--- src/rtl/reaction_game_ctrl.sv ---
// Reaction-time game controller: random 1..8 timer-period delay, GO indicator,
// then measures the player's response in Clock cycles, with false-start and timeout detection.
module reaction_game_ctrl #(
    parameter logic [7:0] LFSR_SEED = 8'hA5,
    parameter int         RT_WIDTH  = 16
) (
    input  logic                Clock,
    input  logic                Reset,
    input  logic                Start,
    input  logic                Button,
    input  logic                TmrDone,
    output logic                TmrEnable,
    output logic                TmrReset,
    output logic                GoLed,
    output logic [RT_WIDTH-1:0] ReactionTime,
    output logic                ResultValid,
    output logic                FalseStart,
    output logic                Timeout,
    output logic                Busy
);

    typedef enum logic [2:0] {
        S_IDLE   = 3'd0,
        S_ARM    = 3'd1,
        S_WAIT   = 3'd2,
        S_GO     = 3'd3,
        S_RESULT = 3'd4,
        S_FALSE  = 3'd5
    } state_t;

    localparam logic [RT_WIDTH-1:0] RT_MAX = '1;
    localparam logic [RT_WIDTH-1:0] RT_ONE = {{(RT_WIDTH-1){1'b0}}, 1'b1};

    state_t              state_reg, state_next;
    logic                start_prev_reg, button_prev_reg;
    logic                start_edge, button_edge;
    logic [7:0]          lfsr_reg;
    logic                lfsr_fb;
    logic [3:0]          wait_cnt_reg, wait_cnt_next;
    logic [RT_WIDTH-1:0] rt_cnt_reg, rt_cnt_next, rt_plus1;
    logic [RT_WIDTH-1:0] reaction_time_reg, reaction_time_next;
    logic                timeout_reg, timeout_next;

    // Previous-value registers come out of reset high so a held level is not an edge.
    assign start_edge  = Start & ~start_prev_reg;
    assign button_edge = Button & ~button_prev_reg;

    assign lfsr_fb  = lfsr_reg[7] ^ lfsr_reg[5] ^ lfsr_reg[4] ^ lfsr_reg[3];
    assign rt_plus1 = (rt_cnt_reg == RT_MAX) ? RT_MAX : rt_cnt_reg + RT_ONE;

    always_ff @(posedge Clock) begin
        if (Reset) begin
            state_reg         <= S_IDLE;
            start_prev_reg    <= 1'b1;
            button_prev_reg   <= 1'b1;
            lfsr_reg          <= LFSR_SEED;
            wait_cnt_reg      <= 4'd0;
            rt_cnt_reg        <= '0;
            reaction_time_reg <= '0;
            timeout_reg       <= 1'b0;
        end else begin
            state_reg         <= state_next;
            start_prev_reg    <= Start;
            button_prev_reg   <= Button;
            lfsr_reg          <= {lfsr_reg[6:0], lfsr_fb};
            wait_cnt_reg      <= wait_cnt_next;
            rt_cnt_reg        <= rt_cnt_next;
            reaction_time_reg <= reaction_time_next;
            timeout_reg       <= timeout_next;
        end
    end

    always_comb begin
        state_next         = state_reg;
        wait_cnt_next      = wait_cnt_reg;
        rt_cnt_next        = rt_cnt_reg;
        reaction_time_next = reaction_time_reg;
        timeout_next       = timeout_reg;
        case (state_reg)
            S_IDLE, S_RESULT, S_FALSE: begin
                if (start_edge) begin
                    state_next    = S_ARM;
                    wait_cnt_next = {1'b0, lfsr_reg[2:0]} + 4'd1;
                    timeout_next  = 1'b0;
                end
            end
            S_ARM: begin
                state_next = button_edge ? S_FALSE : S_WAIT;
            end
            S_WAIT: begin
                // A press always beats a coincident timer terminal pulse.
                if (button_edge) begin
                    state_next = S_FALSE;
                end else if (TmrDone) begin
                    wait_cnt_next = wait_cnt_reg - 4'd1;
                    if (wait_cnt_reg == 4'd1) begin
                        state_next  = S_GO;
                        rt_cnt_next = '0;
                    end
                end
            end
            S_GO: begin
                rt_cnt_next = rt_plus1;
                if (button_edge) begin
                    state_next         = S_RESULT;
                    reaction_time_next = rt_plus1;
                    timeout_next       = 1'b0;
                end else if (rt_cnt_reg == RT_MAX) begin
                    state_next         = S_RESULT;
                    reaction_time_next = RT_MAX;
                    timeout_next       = 1'b1;
                end
            end
            default: begin
                state_next = S_IDLE;
            end
        endcase
    end

    always_comb begin
        TmrEnable   = (state_reg == S_WAIT);
        TmrReset    = (state_reg != S_WAIT);
        GoLed       = (state_reg == S_GO);
        Busy        = (state_reg == S_ARM) || (state_reg == S_WAIT) || (state_reg == S_GO);
        ResultValid = (state_reg == S_RESULT);
        FalseStart  = (state_reg == S_FALSE);
    end

    assign ReactionTime = reaction_time_reg;
    assign Timeout      = timeout_reg;

endmodule

--- config.mk ---
export PLATFORM = sky130hd
export DESIGN_NAME = reaction_game_ctrl
export DESIGN_NICKNAME = d
export VERILOG_FILES = /design/src/rtl/reaction_game_ctrl.sv
export SDC_FILE = /design/constraint.sdc
export NUM_CORES = 1
export LEC_CHECK = 0
export BUFFER_PORTS_ARGS = -buffer_cell sky130_fd_sc_hd__buf_2
export CAP_MARGIN = 30
export CORE_UTILIZATION = 57
export DETAILED_ROUTE_END_ITERATION = 8
export PLACE_DENSITY_LB_ADDON = 0.25
export SYNTH_ARGS = -nofsm -noshare
export SYNTH_HDL_FRONTEND = slang
export SYNTH_SLANG_ARGS = --single-unit
--- constraint.sdc ---
create_clock -name Clock -period 2.3 [get_ports Clock]
set_input_delay 0.46 -clock Clock [delete_from_list [all_inputs] [get_ports Clock]]
set_output_delay 0.46 -clock Clock [all_outputs]
set_load 0.01 [all_outputs]
==> run metrics <==
PwrDens 830 nW/µm²; DR vias 2130; Worst-path clk slew 0.09 ns; area leader, netlist dfxtp_1; crit-path max FO 11; fin cells 371; setup ws final approximately 0.19 ns; pre-CTS setup slack 0.174 ns; Fin. Hold Viols 0; R2R depth 6; fin. max-slew vios 0; achievable frequency 0.474 GHz; most used flip-flop cell after synthesis dfxtp_1; Crit Path Class flop to output pin; RePlAce Congestion between 0.8 and 0.9; Yosys warning total 0; top-area cell type share of the netlist area 40.9%; CTS sink cnt 50; Vias/cell around 5.7; synth cell count leaders dfxtp_1 (50), inv_1 (27), nor2_1 (24), o21ai_0 (21); unique cell type count in the Yosys netlist 42; H-Tree Level Count 2; largest cells by area after synthesis dfxtp_1 (41%), a221oi_1 (5.7%), o21ai_0 (4.3%), inv_1 (4.1%), a21oi_1 (4.1%); worst skew pair latency 0.30 ns; post-synthesis cell area 2450 µm²; Initial DRT Pass Iterations 6; width of the chip 67.6 µm; Num CTS Buffers 5; core area 4060 µm²; Iter 0 DRT Violations around 130; Port Buf Inserts 27; Final #Nets around 330; CP max stage delay 0.63 ns; worst slew pin tran roughly 0.55 ns; FP Rows 23; Cell Chain, Critical Path or3b_2, inv_1, buf_2; status completed; first-pass GRT wire length 9.01 mm; hold path depth 2; # hold bufs at CTS 0; vias in the first global route 1999; Seq/Total Area, Yosys just over 40%; count leader, synth dfxtp_1; WL per Instance 14.1 µm; Relative slew margins 63.2%; Crit path required time between 1.5 and 2 ns; Area Growth Syn to Fin 12.0%; FF+latch count, synth 50; post-layout min period 2.11 ns; Post-synth ARST share 0%; DPL Wire Length between 3 and 4 mm; Resize count post-CTS 0; syn_nets 304; Leak 1.06 nW; endpoint type of the worst setup path output pin; Max-Cap Viols 0; final wirelength 5.23 mm; global-route usage over all layers between 20% and 30%; Syn Inst Count 295; Cells after DPL 363; die height between 60 and 70 µm; Initial Util between 60% and 70%; setup TNS 0 ns; maximum vdd drop 0.000569 V; Hold WC Path Type primary input to flop; total grt overflow 0; crit path launch type flop; share of cells above drive strength 1 16.5%; Post-CTS Setup Repair Bufs 0; synthesized area per cell 8.30 µm²; worst path arrival time ~1.7 ns; number of flops mapped to enable cells by yosys 0; Setup Viol. Count Final 0; Antenna diodes 0; DRC violations left 0; period utilisation layout 91.8%; unrepaired setup endpoints after global routing no; hold slack 0.373 ns; slowest CP cell or3b_2; clk buf depth 2; Root Buffer clkbuf_8; Worst Skew 0.0116 ns; CTS tree yes; DIE AREA 4560 µm²; antenna violations before repair 0; num ports 28; pin count of the biggest net entering global routing 25; DRT antenna net count 0
[worst paths after layout]
kind                 start          endpoint  slack (ns)
max           state_reg[2]         TmrEnable        0.19
min reg2reg    lfsr_reg[6]       lfsr_reg[7]        0.42
min                 Button   button_prev_reg        0.37
max reg2reg  rt_cnt_reg[0]  ReactionTime[14]        0.28
[cell usage in the layout (no fill, tap or decap), types with 3 or more instances in the layout]
| master | netlist | routed |
|---|---|---|
| or2_2 | 4 | 4 |
| clkbuf_8 | 0 | 6 |
| and3_1 | 4 | 4 |
| buf_2 | 4 | 27 |
| a21o_1 | 4 | 4 |
| nand2_1 | 20 | 20 |
| ha_1 | 4 | 4 |
| dfxtp_1 | 50 | 50 |
| a21oi_1 | 20 | 20 |
| buf_4 | 0 | 7 |
| xor2_1 | 4 | 4 |
| a211oi_1 | 7 | 7 |
| nor2_1 | 24 | 24 |
| a221oi_1 | 16 | 16 |
| nand4_1 | 5 | 5 |
| o21ai_0 | 21 | 21 |
| nor3_1 | 12 | 12 |
| nor3b_1 | 3 | 3 |
| nor2b_1 | 8 | 8 |
| xnor2_1 | 10 | 10 |
| nand3_1 | 9 | 9 |
| inv_1 | 27 | 27 |
| nand2b_1 | 3 | 3 |
[final cells by class]
type                       instances  area [µm²]
timing repair buffer              34         188
sequential                        50        1000
multi-input combinational        202        1270
inverter                          27         101
clock buffer                       6        82.6
tap                               50        62.6
clock inverter                     2        38.8
fill                             355        1320
[critical path, delay by kind of cell, from the launching register on]
| kind | cells | cell delay [ns] |
|---|---|---|
| flip-flops | 1 | 0.42 |
| AND/OR/NAND/NOR | 1 | 0.63 |
| buffers and inverters | 2 | 0.31 |
[logic make-up after synthesis]
| group | Yosys count | share of synthesized area, % |
|---|---|---|
| multiplexers | 2 | 0.817 |
| AO/OA/AOI/OAI | 80 | 21.8 |
| buffers and inverters | 43 | 7.41 |
| XOR/XNOR | 14 | 5.00 |
| AND/OR/NAND/NOR | 102 | 22.1 |
| adder cells (fa/ha/maj) | 4 | 2.04 |
| flip-flops | 50 | 40.9 |
[per-stage QoR]
step / power, mW / utilization, % / cell area [µm²]
after floorplan: 1.48 / - / 2450
after global placement: 1.63 / 64.6 / 2620
after detailed placement: 1.65 / 64.6 / 2620
after CTS: 2.29 / 67.6 / 2740
after global routing: 2.43 / 67.6 / 2740
final: 2.28 / 67.6 / 2740
[per-layer routing]
metal,GRT usage [%],vias to the layer above,share of wire [%],routed length [µm]
met3,3.55,4,3.2,170
met5,0,-,0,0
met4,9.31,0,0.65,34
met1,34.0,997,47,2450
li1,-,1089,-,-
met2,43.3,40,49,2570
[report_power, final]
part | switching (mW) | internal [mW]
clock network | 0.286 | 0.358
logic | 0.370 | 0.256
registers | 0.0682 | 0.938
total | 0.724 | 1.55
No activity file was read; power rests on OpenSTA's default activity.
